## src/rtl/seq_detect_param.sv

```systemverilog
// Runtime-programmable serial pattern detector (length, value and overlap mode loadable).
// Optional saturating match counter enabled by defining SEQ_DETECT_COUNT_EN.
module seq_detect_param #(
  parameter int                 MAX_LEN         = 8,
  parameter int                 DEFAULT_LEN     = 4,
  parameter logic [MAX_LEN-1:0] DEFAULT_PATTERN = MAX_LEN'(8'h0B),
  parameter bit                 DEFAULT_OVERLAP = 1'b1,
  parameter int                 CNT_W           = 8,
  localparam int                LEN_W           = $clog2(MAX_LEN + 1)
) (
  input  logic               clock,
  input  logic               reset,
  input  logic               data_in,
  input  logic               data_valid,
  input  logic               cfg_load,
  input  logic [MAX_LEN-1:0] cfg_pattern,
  input  logic [LEN_W-1:0]   cfg_len,
  input  logic               cfg_overlap,
`ifdef SEQ_DETECT_COUNT_EN
  input  logic               cnt_clear,
`endif
  output logic               detect,
  output logic               armed
`ifdef SEQ_DETECT_COUNT_EN
  ,
  output logic [CNT_W-1:0]   match_count
`endif
);

  if (MAX_LEN < 2 || MAX_LEN > 32) begin : g_bad_max_len
    $error("MAX_LEN must be in 2..32");
  end
  if (DEFAULT_LEN < 1 || DEFAULT_LEN > MAX_LEN) begin : g_bad_default_len
    $error("DEFAULT_LEN must be in 1..MAX_LEN");
  end
  if (CNT_W < 1) begin : g_bad_cnt_w
    $error("CNT_W must be at least 1");
  end

  // The oldest history bit is shifted out before it could ever be compared again,
  // so only MAX_LEN-1 bits are stored; the incoming bit completes the window.
  logic [MAX_LEN-2:0] hist;
  logic [MAX_LEN-1:0] nhist;
  logic [MAX_LEN-1:0] pattern;
  logic [MAX_LEN-1:0] mask;
  logic [LEN_W-1:0]   fill;
  logic [LEN_W-1:0]   nfill;
  logic [LEN_W-1:0]   len;
  logic [LEN_W-1:0]   len_clamped;
  logic               overlap;
  logic               match;

  always_comb begin
    nhist = {hist, data_in};
    nfill = (fill == LEN_W'(MAX_LEN)) ? fill : fill + LEN_W'(1);
    mask  = '0;
    for (int i = 0; i < MAX_LEN; i++) mask[i] = (LEN_W'(i) < len);
    match = data_valid && !cfg_load && (nfill >= len) &&
            (((nhist ^ pattern) & mask) == '0);
    if (cfg_len == '0)                    len_clamped = LEN_W'(1);
    else if (cfg_len > LEN_W'(MAX_LEN))   len_clamped = LEN_W'(MAX_LEN);
    else                                  len_clamped = cfg_len;
  end

  always_ff @(posedge clock or posedge reset) begin
    if (reset) begin
      hist    <= '0;
      fill    <= '0;
      detect  <= 1'b0;
      pattern <= DEFAULT_PATTERN;
      len     <= LEN_W'(DEFAULT_LEN);
      overlap <= DEFAULT_OVERLAP;
    end else if (cfg_load) begin
      pattern <= cfg_pattern;
      len     <= len_clamped;
      overlap <= cfg_overlap;
      hist    <= '0;
      fill    <= '0;
      detect  <= 1'b0;
    end else begin
      detect <= match;
      if (data_valid) begin
        hist <= nhist[MAX_LEN-2:0];
        fill <= (match && !overlap) ? '0 : nfill;
      end
    end
  end

  assign armed = (fill >= len);

`ifdef SEQ_DETECT_COUNT_EN
  always_ff @(posedge clock or posedge reset) begin
    if (reset)                           match_count <= '0;
    else if (cnt_clear)                  match_count <= '0;
    else if (match && match_count != '1) match_count <= match_count + CNT_W'(1);
  end
`endif

endmodule

```

## config.mk

```make
export PLATFORM = sky130hd
export DESIGN_NAME = seq_detect_param
export DESIGN_NICKNAME = d
export VERILOG_FILES = /design/src/rtl/seq_detect_param.sv
export SDC_FILE = /design/constraint.sdc
export NUM_CORES = 1
export LEC_CHECK = 0
export CORE_MARGIN = 2
export CORE_UTILIZATION = 30
export DETAILED_ROUTE_END_ITERATION = 8
export GPL_TIMING_DRIVEN = 0
export PLACE_DENSITY = 0.54
export SETUP_SLACK_MARGIN = 0.3
export SLEW_MARGIN = 20
export SYNTH_ARGS = -nofsm -noshare
export SYNTH_HDL_FRONTEND = slang
export SYNTH_SLANG_ARGS = --single-unit
```

## constraint.sdc

```tcl
create_clock -name clock -period 2.4 [get_ports clock]
set_input_delay 0.48 -clock clock [delete_from_list [all_inputs] [get_ports clock]]
set_output_delay 0.48 -clock clock [all_outputs]
set_load 0.005 [all_outputs]
```

==> Word level (Yosys, flattened, before mapping) <==
Index checks and enable logic that the tools add are counted.
{ "word_totals": {"regBits": 25, "in_bits": 18, "output_inout_bits": 2, "elab_cells": 39} }
{ "op_classes": {"addsub": 1, "magnitude_cmp": 11, "n_eq_ne": 1, "n_mux": 9, "bitwise_logic": 2, "reduce_logical": 9} }
{ "ops": {"columns": ["op", "count"], "rows": [
  ["4-bit two-way mux", 6],
  ["3-bit by 4-bit less-than comparator with 1-bit output (first input constant)", 4],
  ["7-bit two-way mux", 2],
  ["8-bit AND", 1],
  ["4-bit greater-or-equal comparator", 2],
  ["8-bit zero test", 1],
  ["1-bit by 4-bit less-than comparator with 1-bit output (first input constant)", 2],
  ["2-bit by 4-bit less-than comparator with 1-bit output (first input constant)", 2],
  ["8-bit bitwise XOR", 1],
  ["4-bit by 1-bit adder with 4-bit output (second input constant)", 1],
  ["4-bit == test (second input constant)", 1],
  ["4-bit > comparator (second input constant)", 1],
  ["1-bit logical AND", 4],
  ["4-bit zero test", 1],
  ["1-bit zero test", 2],
  ["2-bit nonzero test", 1],
  ["1-bit two-way mux", 1]
]} }

==> Depth between registers and ports, before layout <==
Gate-level depths: netlist of the first run.
{ "logic_depth": {"word_depth": 9, "mapped_depth": 12, "mapped_depth_nobuf": 11} }

==> Worst setup path after synthesis of the first run <==
Ideal clock, no wire load.
{ "synth_timing": {"path_type": "register to register", "start": "reg fill[0]", "end": "reg fill[0]", "setup_ns": 0.096, "arrival_time_ns": 2.352, "t_required_ns": 2.304, "path_slack_ns": -0.048, "path_stages_with_launch": 12, "path_buffers": 1, "synth_period_minus_slack_ns": 2.448, "path_cell_list": "dfrtp_1 inv_1 ha_1 nand3b_1 xnor2_1 ha_1 nand2b_4 a2111oi_4 nor3_1 and4_1 buf_6 o32ai_4"} }
{ "synth_between": {"elab_chain_cells": 9, "word_cells_on_any_way": 10, "classes_between": "add/sub (1); order compare (1); eq/ne (1); mux (4); reduce/logical (3)"} }
{ "synth_rtl": {"columns": ["element", "line_no", "source"], "rows": [
  ["start: declaration", "46", "logic [LEN_W-1:0] fill;"],
  ["start signal: assignment", "84", "fill <= (match && !overlap) ? '0 : nfill;"],
  ["4-bit by 1-bit adder with 4-bit output / 4-bit == test (equally long branches)", "55", "nfill = (fill == LEN_W'(MAX_LEN)) ? fill : fill + LEN_W'(1);"],
  ["4-bit two-way mux (*)", "55", null],
  ["4-bit greater-or-equal comparator", "58", "match = data_valid && !cfg_load && (nfill >= len) &&"],
  ["1-bit logical AND (2 in a row)", "58", null],
  ["1-bit logical AND", "84", null],
  ["4-bit two-way mux (*)", "84", null],
  ["4-bit two-way mux (*)", "82", "if (data_valid) begin"],
  ["4-bit two-way mux (*)", "73", "end else if (cfg_load) begin"]
]} }
Mark *: on every way between the ends. The rest lies on a longest branch, timed or not. The select of a mux whose other input is x is not followed.
A chain may end at the register's enable or synchronous reset.

==> Worst setup path in the final report of the first run <==
{ "layout_timing": {"start": "reg fill[0]", "end": "reg fill[1]"} }
Same word-level chain as after synthesis.

==> out/metrics.csv, run 1 <==
stage,metric,value,unit
placement,hpwl,2.238,mm
worst_setup_path,cp.required,2570,ps
clocking,cts_tree,done,
clocking,clk_latency,260,ps
logic_synthesis,avgSynthCellArea,11.15,um2
route,ant_nets,0,
logic_synthesis,synth.most_common_cell,dfrtp_1,
flow_run,cap_violations,0,
power,total_power,1.068,mW
hold_path,hp-start,pattern[5]$_DFFE_PP0P_,
placement,dp.cells,218,
final_layout,fillers,482,
logic_synthesis,syn_area,1483,um2
logic_synthesis,synth.top_cell.area_share,0.3376,
clocking,cts-root-buf,clkbuf_8,
logic_synthesis,ys.flop_type,dfrtp_1,
route,via_count,1084,
logic_synthesis,yosys_register_bits,25,
power,p_per_area,554.5,nW/um2
worst_setup_path,ff2ff_path_depth,11,
final_layout,area_delta_synth_final,29.96,%
sta,finalHoldViolations,0,
sta,min_period,2381,ps
placement,port_buffers,18,
sta,max_freq,419.9,MHz
sta,timing.final.crit_share,0.9923,
clocking,clock_sinks,25,
placement,placed_cell_area,1757,um2
hold_path,hold_path.class,flop to flop,
final_layout,stdcell_count,232,
sta,tightest_slew,949.9,ps
logic_synthesis,synth.distinct_cells,33,
sta,rsz0062_at_grt,true,
logic_synthesis,synth.area.top_cells,"dfrtp_1, dfstp_2, ha_1",
clocking,cts_made_buffers,3,
floorplanning,dieArea,5520,um2
logic_synthesis,synth_top_area_cell,dfrtp_1,
floorplanning,ios,20,
global_routing,antenna_found_initial,0,
logic_synthesis,synth_edf_count,0,
worst_setup_path,critical_path_class,flop to flop,
global_routing,grt_pass1_vias,1130,
final_layout,layout-drive-gt1-share,0.3030,
route,wl,3.089,mm
worst_setup_path,cp-startpoint,fill[0]$_DFFE_PP0P_,
logic_synthesis,synth_common_cells,"dfrtp_1, nor2_1, ha_1, mux2_2, xnor2_1",
logic_synthesis,syn_nets,161,
worst_setup_path,worst_setup_path_end_kind,flop,
global_routing,grt_max_degree,26,
floorplanning,fp.dieW,74.30,um
global_routing,grt_pass1_wl,5.133,mm
worst_setup_path,rr_endpoint,fill[1]$_DFFE_PP0P_,
route,drt_iter0_drc,32,
route,drcViolationCount,0,
sta,maxSlewViolCount,0,
logic_synthesis,yosysWarnings,0,
logic_synthesis,synth_async_sr_flop_share,1.000,
route,wl_per_cell,13.31,um
worst_setup_path,startpoint_type,flop,
hold_path,min_to,pattern[5]$_DFFE_PP0P_,
route,viasPerCell,4.672,
clocking,clk_pin_slew_worst_paths,80,ps
logic_synthesis,seq_area_frac_synth,0.4262,
floorplanning,rows,25,
sta,clock_skew,1.921,ps
worst_setup_path,cp.arrival,2550,ps
final_layout,nets,194,
logic_synthesis,netlist_instances,133,
final_layout,diodes,0,
clocking,htree_levels,1,
final_layout,final_cell_area,1927,um2
worst_setup_path,path_max_fanout,5,
global_routing,grt_remaining_overflow,0,
clocking,cts_buffer_depth,2,
hold_path,hold_depth,1,
floorplanning,core,4755,um2
placement,gp_congestion,0.8664,
sta,relSlewSlack,0.3660,
floorplanning,initial_core_util,0.3118,
floorplanning,die_h,74.30,um
power,irDropWorstVdd,0.0002072,V
worst_setup_path,rrSetupSlack,20,ps
sta,setup_violations,0,
route,drtPass1Iterations,4,
outcome,run_status,completed,
global_routing,track_usage,0.1192,
power,power_leakage,0.8182,nW
worst_setup_path,rr_startpoint,fill[0]$_DFFE_PP0P_,
-- cells by family after synthesis --
family          Yosys count  synth area share
buf+inv                  13           0.04135
mux                      18            0.1300
flops                    25            0.4262
xor+xnor                 10           0.05908
compound gates           24            0.1426
simple gates             33            0.1165
fa+ha+maj                10           0.08439
-- power breakdown --
part,internal [mW],switching [mW]
combinational,0.192,0.149
clock,0.118,0.123
sequential,0.458,0.0279
total,0.768,0.300
-- area by class of cell --
class                           instances  area, um2  share of cell area
Clock buffer                            4      45.04             0.02338
Buffer                                  5      31.28             0.01623
Tap cell                               67      83.83             0.04351
Inverter                                8      30.03             0.01558
Multi-Input combinational cell         95      848.3              0.4403
Timing Repair Buffer                   28      254.0              0.1318
Sequential cell                        25      634.4              0.3292
-- critical path: stages (launching register included) --
cell	delay, ps
dfrtp_2	420
inv_2	80
ha_4	130
nand3b_1	120
xnor2_2	220
ha_1	260
nand2b_4	140
a2111oi_4	300
nor3_2	80
and4_1	190
buf_6	140
o32ai_4	210
-- flip-flops by register name, indices dropped and copies added (netlist names) --
name / count
pattern: 8
hist: 7
fill: 4
len: 4
detect: 1
overlap: 1
-- what timing repair did --
action,in CTS,in global routing
setup endpoints to repair,6,6
setup buffers,6,4
hold buffers,0,0
resized for setup,14,4
pin swaps,7,5
-- cells in the final DEF (no fill, tap or decap), types with 3 or more instances in the layout --
master	instances
dfrtp_1	18
inv_2	3
o22ai_1	4
mux2i_1	7
buf_4	10
xnor2_1	8
nand2b_1	4
nor2b_1	3
clkbuf_8	3
inv_1	5
mux2_2	10
clkbuf_1	3
ha_1	8
clkdlybuf4s50_1	17
nand2_1	6
a21oi_1	5
dfstp_2	5
nor2_1	12
-- metrics by stage --
step                      worst slack (ps)  TNS (ps)  utilization  hold slack, ps
after detailed placement            -205.4    -560.2       0.3695           524.2
after global routing                -89.26    -246.5       0.4053           556.8
after CTS                            70.25         0       0.3958           544.5
final                                18.55         0       0.4053           535.7
after floorplan                      29.17         0            -           501.1
after global placement              -152.7    -404.2       0.3695           514.1
-- worst max-delay path by stage --
stage                          endpoint  depth (start not counted)
finish              fill[1]$_DFFE_PP0P_                         11
detailed placement  fill[1]$_DFFE_PP0P_                         11
CTS                 fill[1]$_DFFE_PP0P_                         11
floorplan           fill[0]$_DFFE_PP0P_                         11
global placement    fill[0]$_DFFE_PP0P_                         11
global route        fill[3]$_DFFE_PP0P_                         12
-- routing by layer --
| layer | vias to the layer above | part of all wire | global-route usage |
|---|---|---|---|
| met4 | 0 | 0.0045 | 0.03770 |
| met5 | - | 0 | 0 |
| met1 | 533 | 0.44 | 0.1522 |
| li1 | 526 | - | - |
| met2 | 23 | 0.53 | 0.2083 |
| met3 | 2 | 0.025 | 0.01762 |
Note: power is estimated with default switching activity, not from simulation.
==> run 2: changes to the inputs <==
--- a/config.mk
+++ b/config.mk
@@ -11,7 +11,6 @@
 export GPL_TIMING_DRIVEN = 0
 export PLACE_DENSITY = 0.54
 export SETUP_SLACK_MARGIN = 0.3
-export SLEW_MARGIN = 20
 export SYNTH_ARGS = -nofsm -noshare
 export SYNTH_HDL_FRONTEND = slang
 export SYNTH_SLANG_ARGS = --single-unit
==> results of run 2 <==
No change in the layout: final DEF, timing and power equal those of run 1.
==> patch 1: new RTL, flow settings as in run 1 <==
Add a define of `SEQ_DETECT_COUNT_EN`.
--- a/src/rtl/seq_detect_param.sv
+++ b/src/rtl/seq_detect_param.sv
@@ -1,5 +1,7 @@
 // Runtime-programmable serial pattern detector (length, value and overlap mode loadable).
 // Optional saturating match counter enabled by defining SEQ_DETECT_COUNT_EN.
+`define SEQ_DETECT_COUNT_EN
+
 module seq_detect_param #(
   parameter int                 MAX_LEN         = 8,
   parameter int                 DEFAULT_LEN     = 4,
Interface: changed (added cnt_clear and match_count); port bits go from 20 to 29. The function was not compared with the original's and may differ.
==> patch 1 against run 1 <==
The run now ends with setup timing left. Routed wire length up 25%. Synthesized area up 22%. Total power grew 32%. Worst setup slack got worse by 0.13 ns. Clock power rose by 120%. Worst hold slack worse by 0.061 ns. Global-route usage grew 1.6 points. Sequential cell count rose by 8. Sequential power grew 27%. Design area grew 29%. Critical path depth up 2. Cell count increased by 25%. Via count rose by 29%.
==> patch 1: results (changes against run 1) <==
Clk_lat worst skew - 0.29 ns (was 0.26 ns)
HPWL after DPL - 2664 um (was 2238 um)
Hold path depth - 2 (was 1)
# port buffers - 25 (was 18)
Post-CTS Setup Bufs - 10 (was 6)
Largest net degree at the start of global routing - 34 (was 26)
Final worst slack - -0.1101 ns (was 0.01855 ns)
Average size of a mapped cell - 10.67 um2 (was 11.15 um2)
Nets - 244 (was 194)
Vias in the first global route - 1419 (was 1130)
Synth cell types - 36 (was 33)
# setup viols final - 7 (was 0)
Final hold slack - 0.4751 ns (was 0.5357 ns)
Min-delay src - cfg_load (was pattern[5]$_DFFE_PP0P_)
GP Congestion - 0.7577 (was 0.8664)
CP max-delay cell - dfrtp_1 (was dfrtp_2)
Biggest regs - match_count (8), pattern (8), hist (7) (was pattern (8), hist (7))
Post-DR wirelength/cell - 13.35 um (was 13.31 um)
Synth area leaders - dfrtp_1 (39%), ha_1 (7.6%), dfstp_2 (7.3%) (was dfrtp_1 (34%), dfstp_2 (8.9%), ha_1 (8.4%))
Synth cell count leaders - dfrtp_1 (28), nor2_1 (16), ha_1 (11), mux2_2 (10), xnor2_1 (10) (was dfrtp_1 (20), nor2_1 (12), ha_1 (10), mux2_2 (10), xnor2_1 (9))
Number of fillers in the final layout - 586 (was 482)
Post-synthesis sequential area ratio - 46.15% (was 42.62%)
CP peak stage delay - 0.40 ns (was 0.42 ns)
Failing checks - setup timing
Global-route wire length before repair - 6699 um (was 5133 um)
R2R cell count - 13 (was 11)
Clock network fraction of total power - 38.3% (was 22.6%)
Worst IR drop on VDD - 287.2 uV (was 207.2 uV)
Antenna violations before repair - 0 (unchanged)
Post-synth EDFFs - 0 (unchanged)
CTS Buf Count - 5 (was 3)
Crit Path Max Fanout - 5 (unchanged)
Place WS - -0.3737 ns (was -0.2054 ns)
Switch share - 24.21% (was 28.09%)
Hold Crit Endpoint - pattern[6]$_DFFE_PP0P_ (was pattern[5]$_DFFE_PP0P_)
Worst Max-Slew Pin Slew - 0.6885 ns (was 0.9499 ns)
Status - finished with violations (was complete, no violations)
Vias per cell - 4.834 (was 4.672)
1st-iter DRT viols - 76 (was 32)
Post-Syn Nets - 199 (was 161)
TNS Setup - -0.5618 ns (was 0 ns)
Post-CTS sizing - 24 (was 14)
# H-tree levels - 2 (was 1)
End of the worst register-to-register path - match_count[6]$_DFFE_PP0P_ (was fill[1]$_DFFE_PP0P_)
Total power - 1.410 mW (was 1.068 mW)
Tot GR Track Use - 13.49% (was 11.92%)
Flop pwr share - 43.7% (was 45.5%)
Final wirelength - 3872 um (was 3089 um)
Lkg Pwr - 1.043 nW (was 0.8182 nW)
Share of cells above drive strength 1 - 29.77% (was 30.30%)
Placed cell count - 269 (was 218)
Worst Skew - 0.009170 ns (was 0.001921 ns)
Placed cell area - 2172 um2 (was 1757 um2)
HP Class - in -> reg (was reg -> reg)
## patch 1: metal layers
layer | part of all wire, % | track usage [%] | vias up
li1 | - | - | 688
met1 | 46 | 17.30 | 682
met2 | 49 | 21.23 | 24
met3 | 3.3 | 3.297 | 8
met4 | 2.0 | 6.610 | 0
met5 | 0 | 0 | -
## patch 1: worst max path at each step
| stage | from | end | slack [ns] | cells past startpoint |
|---|---|---|---|---|
| global placement | fill[1]$_DFFE_PP0P_ | match_count[3]$_DFFE_PP0P_ | -0.35 | 13 |
| global route | fill[0]$_DFFE_PP0P_ | match_count[5]$_DFFE_PP0P_ | -0.26 | 13 |
| detailed placement | fill[1]$_DFFE_PP0P_ | match_count[6]$_DFFE_PP0P_ | -0.37 | 13 |
| CTS | fill[0]$_DFFE_PP0P_ | match_count[7]$_DFFE_PP0P_ | -0.12 | 12 |
| finish | fill[0]$_DFFE_PP0P_ | match_count[6]$_DFFE_PP0P_ | -0.11 | 13 |
| floorplan | fill[0]$_DFFE_PP0P_ | match_count[3]$_DFFE_PP0P_ | -0.03 | 13 |
## patch 1: final cells by class
class / count / area (um2) / share of cell area [%]
sequential: 33 / 834.6 / 33.62
clock inverter: 1 / 30.03 / 1.210
clock buffer: 7 / 86.33 / 3.478
tap: 75 / 93.84 / 3.780
inverter: 8 / 30.03 / 1.210
multi-input combinational: 122 / 1018 / 41.03
buffer: 6 / 41.29 / 1.663
timing repair buffer: 38 / 347.8 / 14.01
## patch 1: kinds of logic after synthesis
family	count (synthesis)	synth area share, %
and+or+nand+nor	51	15.20
DFF	33	46.15
AOI/OAI and AO/OA	29	9.993
muxes	19	11.24
buffers and inverters	14	3.956
xor gates and xnor gates	12	5.829
adders and majority gates	11	7.633
==> patch 2: new RTL, settings of run 1 <==
Made on the original files. Register the output `armed`, cleared by the reset; this adds one clock of latency there. The other outputs are not delayed to match.
--- a/src/rtl/seq_detect_param.sv
+++ b/src/rtl/seq_detect_param.sv
@@ -86,7 +86,13 @@
     end
   end
 
-  assign armed = (fill >= len);
+  always_ff @(posedge clock or posedge reset) begin
+    if (reset) begin
+      armed <= '0;
+    end else begin
+      armed <= (fill >= len);
+    end
+  end
 
 `ifdef SEQ_DETECT_COUNT_EN
   always_ff @(posedge clock or posedge reset) begin
Behaviour: not the same (a bounded check fails within 4 cycles, from zero or initial values and one cycle with reset high).
==> patch 2 against run 1 <==
Synthesized area is 1.7% higher. Worst setup slack better by 0.075 ns. Non-clock buffer count is 1 lower. Combinational power is 6.7% lower. Utilization hardly changed. Sequential cell count is 1 higher. First-iteration DRC count is 34% higher. Total power is 4.8% higher. Sequential share of layout area is 1.0 points higher. Design area is 0.65% higher. Routed wire length is 1.5% lower. Worst hold slack better by 0.0019 ns. Critical endpoint is now fill[0]$_DFFE_PP0P_. Largest power group unchanged.
==> patch 2: results (changes against run 1) <==
1st-iter DRT viols - 43 (was 32)
HP Class - reg -> reg (unchanged)
Placed cell count - 219 (was 218)
Hold Crit Endpoint - pattern[5]$_DFFE_PP0P_ (unchanged)
Number of fillers in the final layout - 460 (was 482)
Share of cells above drive strength 1 - 28.48% (was 30.30%)
Mapped Cells - 134 (was 133)
Crit Path Max Fanout - 4 (was 5)
End of the worst register-to-register path - fill[0]$_DFFE_PP0P_ (was fill[1]$_DFFE_PP0P_)
Routed wl met3 - 94 um (was 77 um)
CTS root buf - clkbuf_8 (unchanged)
Clk_lat worst skew - 0.27 ns
Post-synthesis sequential area ratio - 43.57% (was 42.62%)
# port buffers - 18 (unchanged)
Placed cell area - 1782 um2 (was 1757 um2)
M1 wire length - 1314 um (was 1366 um)
Routed met2 length - 1613 um (was 1630 um)
Lkg Pwr - 0.8241 nW (was 0.8182 nW)
Place WS - -0.1554 ns (was -0.2054 ns)
Largest net degree at the start of global routing - 27 (was 26)
Post-Syn Nets - 162 (was 161)
Relative slew slack - 58.14% (was 36.60%)
CP peak stage delay - 0.43 ns
Vias in the first global route - 1062 (was 1130)
Synth area leaders - dfrtp_1 (35%), dfstp_2 (8.7%), ha_1 (8.3%) (was dfrtp_1 (34%), dfstp_2 (8.9%), ha_1 (8.4%))
Status - complete, no violations (unchanged)
CTS Buf Count - 3 (unchanged)
R2R cell count - 11 (unchanged)
Post-DR wirelength/cell - 13.12 um (was 13.31 um)
First-pass detailed-route iteration total - 5 (was 4)
Global-route wire length before repair - 5030 um (was 5133 um)
Arr. time, crit path - 2.49 ns (was 2.55 ns)
Switch share - 27.87% (was 28.09%)
GP Congestion - 0.8265 (was 0.8664)
HPWL after DPL - 2237 um (was 2238 um)
Worst IR drop on VDD - 304.5 uV (was 207.2 uV)
Synth cell count leaders - dfrtp_1 (21), nor2_1 (12), ha_1 (10), mux2_2 (10), xnor2_1 (9) (was dfrtp_1 (20), nor2_1 (12), ha_1 (10), mux2_2 (10), xnor2_1 (9))
CP max-delay cell - dfrtp_2 (unchanged)
Worst reg-to-reg setup slack - 0.09 ns (was 0.02 ns)
Tot GR Track Use - 11.92% (about the same)
Worst Skew - 0.003728 ns (was 0.001921 ns)
Vias per cell - 4.707 (was 4.672)
-- patch 2: worst max-delay path by stage --
stage / endpoint / slack [ns] / cells past startpoint
final: fill[0]$_DFFE_PP0P_ / 0.09 / 11
after floorplan: fill[0]$_DFFE_PP0P_ / 0.03 / 11
after global routing: fill[1]$_DFFE_PP0P_ / -0.02 / 11
after CTS: fill[0]$_DFFE_PP0P_ / 0.12 / 11
after detailed placement: fill[0]$_DFFE_PP0P_ / -0.16 / 11
after global placement: fill[0]$_DFFE_PP0P_ / -0.12 / 11
-- patch 2: cell families after synthesis --
| logic type | after synthesis | share of synthesized area, % |
|---|---|---|
| AOI/OAI and AO/OA | 24 | 14.03 |
| xor gates and xnor gates | 10 | 5.810 |
| adders and majority gates | 10 | 8.299 |
| buffers and inverters | 13 | 4.066 |
| DFF | 26 | 43.57 |
| muxes | 18 | 12.78 |
| and+or+nand+nor | 33 | 11.45 |
-- patch 2: metrics by stage --
stage | setup TNS [ns] | hold WS, ns
after global routing | -0.03156 | 0.5606
after detailed placement | -0.4153 | 0.5197
after global placement | -0.2899 | 0.5141
after floorplan | 0 | 0.5011
final | 0 | 0.5375
after CTS | 0 | 0.5414
-- patch 2: power by group through the flow --
| stage | combinational, mW | sequential [mW] | clock (mW) |
|---|---|---|---|
| finish | 0.318 | 0.512 | 0.289 |
| global route | 0.351 | 0.516 | 0.323 |
| CTS | 0.308 | 0.512 | 0.298 |
| detailed placement | 0.273 | 0.524 | 0 |
| global placement | 0.266 | 0.523 | 0 |
| floorplan | 0.199 | 0.515 | 0 |
-- patch 2: per-layer routing --
| metal | up-vias | track usage (%) |
|---|---|---|
| met2 | 25 | 22.12 |
| met5 | - | 0 |
| met3 | 2 | 2.544 |
| met1 | 534 | 13.78 |
| li1 | 531 | - |
| met4 | 0 | 3.175 |
-- patch 2: critical path, delay by kind of cell, from the launching register on --
kind,cells,cell delay [ns]
simple gates,4,0.53
compound gates,2,0.48
flops,1,0.43
fa+ha+maj,2,0.41
buf+inv,2,0.21
xor+xnor,1,0.17
-- patch 2: timing repair --
item                       in CTS  in global routing
setup buffers                   5                  4
gates cloned                    0                  0
pin swaps                       4                  2
setup endpoints to repair       5                  5
gates resized for setup         6                  3
-- patch 2: final cells by class --
cell class | instances | area [um2] | area share [%]
Timing Repair Buffer | 27 | 247.7 | 12.77
Inverter | 8 | 30.03 | 1.548
Sequential cell | 26 | 658.1 | 33.94
Clock buffer | 4 | 55.05 | 2.839
Buffer | 5 | 31.28 | 1.613
Tap cell | 67 | 83.83 | 4.323
Multi-Input combinational cell | 95 | 833.3 | 42.97
